`src/rtl/mem_arbiter.sv`:
```
// rtl/mem_arbiter.sv - two-port (CPU / I/O) round-robin arbiter for a single-cycle shared memory
// CPU lock pins the grant for read-modify-write; MAX_HOLD bounds back-to-back acks while the other side waits.
module mem_arbiter #(
  parameter int MAX_HOLD = 4
) (
  input  logic         clock,
  input  logic         reset,
  input  logic         cpu_req,
  input  logic         cpu_we,
  input  logic         cpu_lock,
  input  logic [15:31] cpu_addr,
  input  logic [0:31]  cpu_wdata,
  output logic         cpu_ack,
  output logic [0:31]  cpu_rdata,
  input  logic         io_req,
  input  logic         io_we,
  input  logic [15:31] io_addr,
  input  logic [0:31]  io_wdata,
  output logic         io_ack,
  output logic [0:31]  io_rdata,
  output logic [15:31] mem_addr,
  output logic         mem_we,
  output logic [0:31]  mem_wdata,
  input  logic [0:31]  mem_rdata,
  output logic [1:0]   owner
);

  typedef enum logic [1:0] {
    IDLE    = 2'b00,
    GNT_CPU = 2'b01,
    GNT_IO  = 2'b10
  } state_t;

  localparam logic       LAST_CPU   = 1'b0;
  localparam logic       LAST_IO    = 1'b1;
  localparam logic [4:0] HOLD_LIMIT = 5'(MAX_HOLD);

  state_t     state, state_nxt;
  logic [3:0] hold_cnt, hold_nxt;
  logic       last_owner, last_owner_nxt;
  logic [3:0] hold_inc;
  logic       hold_done;

  assign hold_inc  = (hold_cnt == 4'd15) ? hold_cnt : hold_cnt + 4'd1;
  assign hold_done = ({1'b0, hold_cnt} + 5'd1) >= HOLD_LIMIT;
  assign owner     = state;

  always_ff @(posedge clock or posedge reset) begin
    if (reset) begin
      state      <= IDLE;
      hold_cnt   <= '0;
      last_owner <= LAST_IO;
    end else begin
      state      <= state_nxt;
      hold_cnt   <= hold_nxt;
      last_owner <= last_owner_nxt;
    end
  end

  always_comb begin
    state_nxt      = state;
    hold_nxt       = hold_cnt;
    last_owner_nxt = last_owner;
    cpu_ack        = 1'b0;
    io_ack         = 1'b0;
    cpu_rdata      = '0;
    io_rdata       = '0;
    mem_addr       = '0;
    mem_we         = 1'b0;
    mem_wdata      = '0;

    case (state)
      IDLE: begin
        // On a tie the side not served last wins
        if (cpu_req && (!io_req || last_owner == LAST_IO)) state_nxt = GNT_CPU;
        else if (io_req)                                    state_nxt = GNT_IO;
      end
      GNT_CPU: begin
        mem_addr  = cpu_addr;
        mem_wdata = cpu_wdata;
        cpu_ack   = cpu_req;
        mem_we    = cpu_req & cpu_we;
        if (cpu_req) begin
          cpu_rdata = mem_rdata;
          hold_nxt  = hold_inc;
          if (io_req && hold_done && !cpu_lock) state_nxt = GNT_IO;
        end else begin
          state_nxt = io_req ? GNT_IO : IDLE;
        end
        if (state_nxt != GNT_CPU) last_owner_nxt = LAST_CPU;
      end
      GNT_IO: begin
        mem_addr  = io_addr;
        mem_wdata = io_wdata;
        io_ack    = io_req;
        mem_we    = io_req & io_we;
        if (io_req) begin
          io_rdata = mem_rdata;
          hold_nxt = hold_inc;
          if (cpu_req && hold_done) state_nxt = GNT_CPU;
        end else begin
          state_nxt = cpu_req ? GNT_CPU : IDLE;
        end
        if (state_nxt != GNT_IO) last_owner_nxt = LAST_IO;
      end
      default: state_nxt = IDLE;
    endcase

    if (state_nxt != state) hold_nxt = '0;
  end

endmodule
```
`config.mk`:
```
export PLATFORM = sky130hd
export DESIGN_NAME = mem_arbiter
export DESIGN_NICKNAME = d
export VERILOG_FILES = /design/src/rtl/mem_arbiter.sv
export SDC_FILE = /design/constraint.sdc
export NUM_CORES = 1
export LEC_CHECK = 0
export BUFFER_PORTS_ARGS = -buffer_cell sky130_fd_sc_hd__buf_2
export CORE_AREA = 4 4 97 99
export DETAILED_ROUTE_END_ITERATION = 6
export DIE_AREA = 0 0 101 103
export PLACE_DENSITY_LB_ADDON = 0.05
export SLEW_MARGIN = 20
export SYNTH_ARGS = -nofsm -noshare
export SYNTH_HDL_FRONTEND = slang
export SYNTH_SLANG_ARGS = --single-unit
```
`constraint.sdc`:
```
create_clock -name clock -period 2.6 [get_ports clock]
set_input_delay 0.13 -clock clock [delete_from_list [all_inputs] [get_ports clock]]
set_output_delay 0.13 -clock clock [all_outputs]
set_load 0.05 [all_outputs]
```
# Yosys cells after proc, flatten, opt, wreduce, memory -nomap -nowiden
# Index checks and enable logic that the tools add are counted.
[classes]
n_addsub = 2
n_lt_le_gt_ge = 1
eq_ne = 10
muxes = 28
bitwise_logic = 2
reduce_logical = 12
[op_table]
columns = ["op", "n"]
rows = [
  ["2-to-1 mux 32 bit", 4],
  ["one-hot mux 32 bit (2 select lines)", 1],
  ["one-hot mux 17 bit (2 select lines)", 1],
  ["2-to-1 mux 2 bit", 9],
  ["2-to-1 mux 4 bit", 4],
  ["one-hot mux 4 bit (2 select lines)", 1],
  ["!= test 2 bit (second input constant)", 3],
  ["!= test 3 bit (second input constant)", 2],
  ["one-hot mux 2 bit (3 select lines)", 1],
  ["AND reduction 3 bit", 2],
  ["adder 4 x 1 -> 5 bit (second input constant)", 1],
  ["greater-or-equal comparator 5 x 3 -> 1 bit (second input constant)", 1],
  ["2-to-1 mux 1 bit", 5],
  ["adder 4 x 1 -> 4 bit (second input constant)", 1],
  ["== test 4 bit (second input constant)", 1],
  ["logical AND 1 bit", 4],
  ["one-hot mux 1 bit (2 select lines)", 2],
  ["nonzero test 3 bit", 1],
  ["bitwise AND 1 bit", 2],
  ["== test 2 x 1 -> 1 bit (second input constant)", 1],
  ["== test 2 bit (second input constant)", 1],
  ["logical NOT 1 bit", 2],
  ["logical NOT 2 bit", 1],
  ["!= test 2 x 1 -> 1 bit (second input constant)", 1],
  ["3 further kinds", 3],
]
[totals]
regBits = 7
inputBits = 137
out_inout_bits = 118
elab_cells = 58

# Depth between registers and ports, before layout
# Gate-level depths: netlist of the first run.
[logic_depth]
depth_word = 11
depth_mapped = 7
ltp_nobuf = 7

# Worst setup path after synthesis of the first run
# OpenSTA, ideal clock, no wires.
[synth_timing]
path_type = "register -> output"
start = "register state[0] (netlist: owner[0])"
end = "output mem_addr[15] in the netlist's numbering"
arrival_time_ns = 2.484
required_ns = 2.470
path_slack_ns = -0.014
stages_incl_launch_ff = 7
path_buffers = 2
path_cell_list = "dfrtp_1 inv_1 ha_1 clkbuf_1 clkbuf_1 a22oi_1 nor2b_1"
[synth_between]
elab_chain_cells = 2
word_cells_on_any_way = 3
classes_between = "eq/ne (2); mux (1)"
[synth_lines]
columns = ["item", "line", "rtl"]
rows = [
  ["from (decl)", "38", "state_t state, state_nxt;"],
  ["from (signal assigned)", "54", "state <= state_nxt;"],
  ["== test 2 bit or == test 2 x 1 -> 1 bit (tied branches)", "72", "case (state)"],
  ["one-hot mux 17 bit (2 select lines) (*)", "72", ""],
  ["to (decl)", "21", "output logic [15:31] mem_addr,"],
]
# Every way passes the cells marked *; elsewhere a longest branch is shown, timed or not.

# Worst setup path after layout of the first run
[layout_timing]
start = "register state[0] (netlist: owner[0])"
end = "output mem_wdata[15] in the netlist's numbering"
[layout_between]
elab_chain_cells = 2
word_cells_on_any_way = 3
classes_between = "eq/ne (2); mux (1)"
[layout_lines]
columns = ["item", "line", "rtl"]
rows = [
  ["== test 2 bit or == test 2 x 1 -> 1 bit (tied branches)", "72", ""],
  ["one-hot mux 32 bit (2 select lines) (*)", "72", ""],
  ["to (decl)", "23", "output logic [0:31] mem_wdata,"],
]
# Marks and branches as above.

==> implementation parameters, run 1 <==
Parameter                              Value

Layout
  Flip-flop and latch area    176 µm²
  Number of antenna cells inserted    0
  Area overhead of the layout relative to synthesis    76.8%
  Layout net count    656
  Layout cells sized above 1    62.3%
  Multi-input gate area in the final layout    1730 µm²
  Filler Cell Count    907
  Final cell count without fillers    620

Clock network
  Number of levels in the clock H-tree    1
  Source-to-sink clock delay at the later pin of the worst-skew pair    0.22 ns
  CTS root buf    clkbuf_8
  Post-CTS clock slew at the launch and capture registers of the worst setup and hold paths    0.04 ns
  Number of buffers created by CTS    3
  Clock net sink count    7
  Number of setup buffers added after CTS    0
  Maximum count of clock buffers along a single path    2
  CTS tree    built

Synth
  #FFs+latches synth    7
  Nets in the synthesized netlist    421
  Gate Count Post-Synth    278
  Main synth FF type    dfrtp_1
  Number of warnings reported in the yosys synthesis log    0
  Sequential area share after synthesis    9.03%
  Post-synth ARST share    100%
  Cell Area, Synth    1950 µm²
  Per-instance average area after synthesis    7.03 µm²
  Number of flops mapped to enable cells by yosys    0
  Distinct cell type count of the synthesized netlist    48

Floorplan
  Die height    103 µm
  Die Width    101 µm
  Overall die area    10400 µm²
  Initial Utilization    22.8%
  I/O pin count    255
  Number of rows created at floorplan    34
  Area of the placeable core    8550 µm²

STA
  Max-Slew Margin vs Limit    55.1%
  Tightest Pin Transition    0.673 ns
  Final worst-path setup slack    0.254 ns
  RSZ-0062 raised after global routing    false
  Number of hold violations in the final report    0
  Total Neg Setup Slack    0 ns
  Fraction of the cycle the final worst path needs    90.2%
  Minimum period implied by the final worst setup slack    2.35 ns
  Slew Viols, Final    0
  Number of endpoints failing setup at the final stage    0
  Highest clock frequency the design can meet    426 MHz
  Setup Skew    0.000284 ns

Global route
  Initial antenna violation count    0
  First-pass GRT wire length    14.7 mm
  Pin count of the biggest net entering global routing    51
  Remaining global-route overflow    0
  Global router's overall resource usage    17.1%
  Vias in the first global route    2923

Pwr
  Power density of the placed cells    1140 nW/µm²
  Peak supply drop    0.456 mV
  Static power due to leakage    2.13 nW

Place
  Pre-CTS setup slack    0.406 ns
  HPWL after detailed placement    7.98 mm
  Inst Count DP    615
  Placer congestion estimate    0.818
  IO buf count    254

Routing
  Detailed-route DRC error count    0
  Post-detailed-routing wire length    10.1 mm
  Average vias per placed instance    4.85
  DR WL/cell    16.3 µm
  Number of vias after detailed routing    3007
  Total iterations of the first detailed-routing run    4
  Remaining number of nets flagged by the antenna check after routing    0
  Detailed router's first-iteration violation count    88

Critical path
  Worst EP required    2.47 ns
  Highest net fanout along the worst path    34
  R2r endpoint    hold_cnt[1]
  CP endpoint kind    primary output
  Flop2flop setup slack    0.37 ns
  CP Launch Type    flip-flop
  CP Class    reg2out
  Number of cells on the worst reg-to-reg path    6
  Signal arrival time at the worst endpoint    2.22 ns
  Startpoint of the lowest-slack register-to-register path    owner[0]

Run status
  Result of the run    completed

Worst hold path
  Worst Hold Class    in2async

Run
  Max-cap check violation count    0
-- through the flow --
stage / hold slack, ns / instance area, µm² / total power, mW / utilization, %
after detailed placement: 0.0795 / 3390 / 3.80 / 39.7
final: 0.388 / 3450 / 3.94 / 40.4
after CTS: 0.387 / 3450 / 3.96 / 40.3
after global routing: 0.435 / 3450 / 4.21 / 40.4
after global placement: 0.0757 / 3390 / 3.81 / 39.7
after floorplan: -0.0673 / 2050 / 3.02 / -
-- cell families after synthesis --
group | count (synthesis) | synth area share, %
simple gates | 142 | 44.5
compound gates | 78 | 32.2
buf+inv | 40 | 7.82
flops | 7 | 9.03
fa+ha+maj | 6 | 3.84
mux | 4 | 2.18
xor+xnor | 1 | 0.449
-- where the power goes --
| group | total [mW] | internal [mW] | switching [mW] |
|---|---|---|---|
| logic | 3.59 | 1.08 | 2.51 |
| clock network | 0.148 | 0.106 | 0.0421 |
| registers | 0.200 | 0.147 | 0.0537 |
| total | 3.94 | 1.33 | 2.61 |
-- worst max path at each step --
stage | start | endpoint | slack [ns] | cells after the start
after CTS | owner[0] | mem_addr[22] | 0.17 | 6
after floorplan | owner[0] | mem_addr[16] | 0.02 | 6
after global placement | owner[0] | mem_wdata[17] | 0.43 | 6
final | owner[0] | mem_wdata[15] | 0.25 | 6
after detailed placement | owner[0] | mem_wdata[22] | 0.41 | 6
after global routing | owner[1] | mem_addr[19] | 0.05 | 6
-- cell usage after synthesis, types with 2 or more instances --
| cell | number | area (µm²) |
|---|---|---|
| a211oi_2 | 2 | 25.0 |
| a21oi_1 | 3 | 15.0 |
| a22oi_1 | 51 | 383 |
| and2_1 | 2 | 12.5 |
| and3_1 | 64 | 400 |
| buf_1 | 2 | 7.51 |
| clkbuf_1 | 27 | 101 |
| dfrtp_1 | 6 | 150 |
| ha_1 | 6 | 75.1 |
| inv_1 | 9 | 33.8 |
| mux2_2 | 2 | 22.5 |
| mux2i_1 | 2 | 20.0 |
| nand2_1 | 4 | 15.0 |
| nor2_1 | 7 | 26.3 |
| nor2b_1 | 51 | 319 |
| nor4_1 | 4 | 25.0 |
| o211ai_1 | 2 | 15.0 |
| o21bai_1 | 2 | 15.0 |
| o22ai_1 | 2 | 12.5 |
| o2bb2ai_1 | 2 | 17.5 |
-- metal layers --
| layer | global-route usage (%) | share of wire, % | up-vias |
|---|---|---|---|
| met5 | 0 | 0 | - |
| met3 | 4.60 | 9.9 | 8 |
| met1 | 20.7 | 37 | 1351 |
| met2 | 31.4 | 53 | 140 |
| met4 | 1.84 | 0.50 | 0 |
| li1 | - | - | 1508 |
-- cells in the final DEF, fill, tap and decap left out, drive strengths merged, types with 2 or more instances in the layout --
cell and n:
clkbuf 4, nor2b 51, o2bb2ai 2, a211oi 3, a2111oi 2, inv 9
mux2i 2, ha 6, and2 4, o21bai 2, nor4 4, a21o 2
mux2 2, buf 260, nand2 5, a21oi 4, dfrtp 6, and3 65
a22oi 51, o22ai 2, o211ai 2, nor2 7
-- cell type report --
type / instances / share of cell area [%]
timing repair buffer: 261 / 38.6
clock buffer: 4 / 1.30
inverter: 9 / 0.978
multi-input combinational: 231 / 50.1
sequential: 7 / 5.11
tap: 108 / 3.91
-- registers in the layout, summed over array words and instances, names as in the netlist --
signal / count
hold_cnt: 4
last_owner: 1
owner: 2
-- worst max-delay path, stage by stage, from the launching register on --
cell	delay, ns
dfrtp_1	0.48
inv_1	0.19
ha_2	0.44
buf_6	0.32
a22oi_1	0.15
nor2b_2	0.12
buf_2	0.27
-- timing repair --
| item | 4_1_cts | 5_1_grt |
|---|---|---|
| resized for setup | 0 | 2 |
| setup endpoints to repair | 0 | 6 |
| hold buffers | 1 | 0 |
| hold endpoints to repair | 6 | 0 |
Note: power is estimated with default switching activity, not from simulation.
==> run 2, diff against run 1 <==
--- a/config.mk
+++ b/config.mk
@@ -9,6 +9,7 @@
 export CORE_AREA = 4 4 97 99
 export DETAILED_ROUTE_END_ITERATION = 6
 export DIE_AREA = 0 0 101 103
+export MAX_ROUTING_LAYER = met4
 export PLACE_DENSITY_LB_ADDON = 0.05
 export SLEW_MARGIN = 20
 export SYNTH_ARGS = -nofsm -noshare
==> run 2 against run 1 <==
Against the previous run: clock skew about the same; first-iteration DRC count increased by 4.5%; critical path type unchanged; count of clock-buffer cells in the layout unchanged; final cell count unchanged; register-to-register slack improved by 0.03 ns; highest routed layer unchanged; critical path depth unchanged; die area unchanged; setup slack improved by 0.0082 ns; cell area unchanged.
==> implementation parameters, run 2 (same netlist as run 1, synthesis figures left out) <==
Parameter                              Value

Critical path
  CP endpoint kind    primary output
  CP Launch Type    flip-flop
  Critical-path cell with the highest stage delay    dfrtp_1
  Ordered cell list for the critical path    inv_1 -> ha_2 -> buf_6 -> a22oi_1 -> nor2b_2 -> buf_2
  Worst EP required    2.47 ns
  Flop2flop setup slack    0.40 ns
  Critical path buffers and inverters    3
  Highest net fanout along the worst path    34
  CP delay by family, top    buffers and inverters
  CP Class    reg2out
  CP max stage delay    0.48 ns
  Startpoint of the lowest-slack register-to-register path    owner[0]
  R2r endpoint    hold_cnt[1]
  Number of cells on the worst reg-to-reg path    6
  Signal arrival time at the worst endpoint    2.21 ns
  Startpoint of the most critical setup path    owner[0]

Clock network
  Maximum count of clock buffers along a single path    2
  Number of levels in the clock H-tree    1
  Number of buffers created by CTS    3
  CTS tree    built
  Number of setup buffers added after CTS    0
  Post-CTS clock slew at the launch and capture registers of the worst setup and hold paths    0.04 ns
  Clock net sink count    7
  CTS root buf    clkbuf_8
  Source-to-sink clock delay at the later pin of the worst-skew pair    0.22 ns

STA
  Number of endpoints failing setup at the final stage    0
  Highest clock frequency the design can meet    428 MHz
  Total Neg Setup Slack    0 ns
  Slew Viols, Final    0
  Minimum period implied by the final worst setup slack    2.34 ns
  Number of hold violations in the final report    0
  Max-Slew Margin vs Limit    55.4%
  RSZ-0062 raised after global routing    false
  Tightest Pin Transition    0.669 ns
  Fraction of the cycle the final worst path needs    89.9%
  Setup Skew    0.000140 ns

Layout
  Largest register FFs    4
  Number of antenna cells inserted    0
  Layout cells sized above 1    62.3%
  Register with the most flip-flops    hold_cnt
  Filler Cell Count    907
  Post-route cell area    3450 µm²
  Commonest cells after routing, fill and taps aside    254 x buf_2, 64 x and3_1, 51 x a22oi_1
  Leading cell type in the layout, fill and taps excluded    buf_2
  Final cell count without fillers    620
  Layout net count    656
  Area overhead of the layout relative to synthesis    76.8%

Routing
  Detailed router's first-iteration violation count    92
  Average vias per placed instance    4.87
  Detailed-route DRC error count    0
  DR WL/cell    16.4 µm
  Post-detailed-routing wire length    10.1 mm
  Number of vias after detailed routing    3019
  Total iterations of the first detailed-routing run    4
  Remaining number of nets flagged by the antenna check after routing    0

Floorplan
  Number of rows created at floorplan    34
  Die Width    101 µm
  I/O pin count    255
  Die height    103 µm
  Initial Utilization    22.8%
  Overall die area    10400 µm²
  Area of the placeable core    8550 µm²

Global route
  Pin count of the biggest net entering global routing    51
  Global router's overall resource usage    17.7%
  Remaining global-route overflow    0
  Initial antenna violation count    0
  First-pass GRT wire length    14.7 mm
  Vias in the first global route    2944

Place
  HPWL after detailed placement    7.98 mm
  DP Area    3390 µm²
  Placer congestion estimate    0.831
  Inst Count DP    615
  IO buf count    254

Worst hold path
  Worst Hold Class    in2async

Run status
  Result of the run    completed

Pwr
  Static power due to leakage    2.13 nW
  Power density of the placed cells    1140 nW/µm²
  Peak supply drop    0.456 mV

Run
  Max-cap check violation count    0
## run 2: cell counts in the layout (fill, tap and decap cells not counted)
No cell type changed its count.
## run 2: layout make-up
cell class                 count  area, µm²  area share (%)
tap                          108        135            3.91
sequential                     7        176            5.11
timing repair buffer         261       1330            38.6
clock buffer                   4       45.0            1.30
multi-input combinational    231       1730            50.1
inverter                       9       33.8           0.978
## run 2: worst max-delay path by stage
stage / depth (start not counted) / to
floorplan: 6 / mem_addr[16]
global placement: 6 / mem_wdata[17]
detailed placement: 6 / mem_wdata[22]
CTS: 6 / mem_addr[22]
global route: 6 / mem_addr[19]
finish: 6 / mem_wdata[15]
## run 2: stage by stage
stage	utilization, %	hold WS, ns	total power, mW	setup slack [ns]
floorplan	-	-0.0673	3.02	0.0157
detailed placement	39.7	0.0795	3.80	0.406
CTS	40.3	0.387	3.96	0.171
global placement	39.7	0.0757	3.81	0.431
finish	40.4	0.389	3.94	0.262
global route	40.4	0.435	4.21	0.0570
## run 2: where the power goes
part | switching (mW) | leakage [nW] | internal (mW)
combinational | 2.52 | 2.01 | 1.08
sequential | 0.0526 | 0.0911 | 0.147
clock | 0.0418 | 0.0228 | 0.106
## run 2: worst min-delay path: stages
cell,delay [ns]
dlygate4sd3_1,0.54
buf_2,0.12
inv_1,0.21
## run 2: timing repair
item,in CTS,in global routing
hold endpoints to repair,6,0
resized for setup,0,2
endpoints found under the setup margin,0,6
hold buffers,1,0
## run 2: metal layers
layer  global-route usage (%)  routed length [µm]  part of all wire [%]
met5                        -                   0                     0
met1                     21.8                3950                    39
met4                     1.84                  44                  0.43
met3                     2.50                 721                   7.1
met2                     31.6                5420                    53
==> run 3, diff against run 2 <==
==> constraint.sdc (replaced) <==
create_clock -name clock -period 2.6 [get_ports clock]
set_input_delay 0.52 -clock clock [delete_from_list [all_inputs] [get_ports clock]]
set_output_delay 0.52 -clock clock [all_outputs]
set_load 0.05 [all_outputs]
==> run 3 against run 2 <==
Against the previous run: critical path depth is 1 higher; global-route usage is 0.74 points higher; total power is 15% higher; maximum frequency is 5.5% lower; first-iteration DRC count is 32% higher; clock skew is 0.0048 ns higher; critical path type unchanged; routed wire length is 3.2% higher; sequential share of layout area is 0.36 points lower; sequential cell count stayed put; setup slack worse by 0.14 ns; largest cell class unchanged; non-clock buffer count is 3 higher.
==> implementation parameters, run 3 (same netlist as run 1, synthesis figures left out) <==
Parameter                              Value

Run status
  Result of the run    completed

Clock network
  Number of buffers added to fix hold violations after cts    0
  Post-CTS clock slew at the launch and capture registers of the worst setup and hold paths    0.04 ns
  Maximum count of clock buffers along a single path    2
  Clock net sink count    7
  CTS tree    built
  Source-to-sink clock delay at the later pin of the worst-skew pair    0.22 ns
  Number of buffers created by CTS    3
  Number of levels in the clock H-tree    1
  CTS root buf    clkbuf_8

STA
  Highest clock frequency the design can meet    404 MHz
  Number of endpoints failing setup at the final stage    0
  Setup Skew    0.00495 ns
  RSZ-0062 raised after global routing    false
  Final worst-path setup slack    0.126 ns
  Minimum period implied by the final worst setup slack    2.47 ns
  Number of hold violations in the final report    0
  Slew Viols, Final    0
  Tightest Pin Transition    0.421 ns
  Total Neg Setup Slack    0 ns
  Fraction of the cycle the final worst path needs    95.2%
  Max-Slew Margin vs Limit    71.6%

Layout
  Final cell count without fillers    623
  Post-route cell area    3770 µm²
  Number of antenna cells inserted    0
  Commonest cells after routing, fill and taps aside    253 x buf_2, 64 x and3_1, 51 x a22oi_1
  Largest register FFs    4
  Leading cell type in the layout, fill and taps excluded    buf_2
  Filler Cell Count    924
  Layout cells sized above 1    65.0%
  Flip-flop and latch area    179 µm²
  Area overhead of the layout relative to synthesis    93.1%
  Layout net count    659
  Multi-input gate area in the final layout    1950 µm²
  Register with the most flip-flops    hold_cnt

Global route
  Remaining global-route overflow    0
  Top Usage Layer GRT    met2
  Met2 layer usage reported by global route    32.9%
  Global router's overall resource usage    18.4%
  M3 GR Usage    2.23%
  Vias in the first global route    2924
  Initial antenna violation count    0
  Pin count of the biggest net entering global routing    51
  Met1 Resource Use GR    22.9%
  First-pass GRT wire length    15.2 mm

Critical path
  Critical-path cell with the highest stage delay    dfrtp_2
  CP Class    reg2out
  CP endpoint kind    primary output
  Worst EP required    2.08 ns
  CP max stage delay    0.46 ns
  CP Launch Type    flip-flop
  Highest net fanout along the worst path    18
  Ordered cell list for the critical path    inv_1 -> ha_2 -> buf_12 -> and2_2 -> a22oi_1 -> nor2b_2 -> clkbuf_4
  Flop2flop setup slack    0.33 ns
  Signal arrival time at the worst endpoint    1.95 ns

Routing
  Remaining number of nets flagged by the antenna check after routing    0
  Average vias per placed instance    4.87
  Detailed router's first-iteration violation count    121
  Detailed-route DRC error count    0
  Post-detailed-routing wire length    10.5 mm
  Number of vias after detailed routing    3035
  DR WL/cell    16.8 µm
  Total iterations of the first detailed-routing run    4

Place
  Inst Count DP    618
  DP Area    3700 µm²
  Placer congestion estimate    0.819
  HPWL after detailed placement    8.29 mm
  Pre-CTS setup slack    0.315 ns
  IO buf count    254

Run
  Max-cap check violation count    0

Pwr
  Static power due to leakage    2.29 nW
  Power, Total    4.54 mW
  Peak supply drop    0.495 mV
  Power density of the placed cells    1200 nW/µm²

Floorplan
  Initial Utilization    22.8%
  I/O pin count    255
  Die Width    101 µm
  Overall die area    10400 µm²
  Die height    103 µm
  Number of rows created at floorplan    34
  Area of the placeable core    8550 µm²

Worst hold path
  Worst Hold Class    in2async
## run 3: metal layers
layer  up-vias  share of wire, %
met2       129                54
met1      1399                39
li1       1503                 -
met4         0              0.56
met3         4               6.9
met5         -                 0
## run 3: what timing repair did
| action | in CTS | in global routing |
|---|---|---|
| resized for setup | 0 | 1 |
| endpoints found under the setup margin | 0 | 1 |
| setup buffers | 0 | 0 |
## run 3: worst paths after layout
path / from / endpoint / depth (start not counted)
min reg2reg: last_owner / last_owner / 2
min in group clock: last_owner / last_owner / 2
min: reset / hold_cnt[2] / 2
max: owner[1] / mem_we / 7
max reg2reg: owner[1] / hold_cnt[2] / 8
max in group asynchronous: reset / last_owner / 2
## run 3: where the power goes
| part | internal (mW) | leakage [nW] | switching [mW] |
|---|---|---|---|
| clock | 0.106 | 0.0228 | 0.0445 |
| combinational | 1.50 | 2.18 | 2.69 |
| sequential | 0.150 | 0.0885 | 0.0444 |
| total | 1.75 | 2.29 | 2.78 |
## run 3: stage by stage
stage	hold slack, ns	utilization (%)
2_1_floorplan	0.323	-
3_3_place_gp	0.460	43.3
3_5_place_dp	0.476	43.3
4_1_cts	0.234	43.8
5_1_grt	0.243	44.1
6_report	0.231	44.1
## run 3: layout make-up
type / instances / area share (%)
clock buffer: 4 / 1.19
tap: 108 / 3.58
multi-input combinational: 231 / 51.7
timing repair buffer: 264 / 37.9
sequential: 7 / 4.74
inverter: 9 / 0.896
## run 3: worst max-delay path: cells and delay by family, from the launching register on
| family | cells | cell delay, ns |
|---|---|---|
| simple gates | 2 | 0.30 |
| buf+inv | 3 | 0.56 |
| compound gates | 1 | 0.10 |
| flops | 1 | 0.46 |
| fa+ha+maj | 1 | 0.30 |
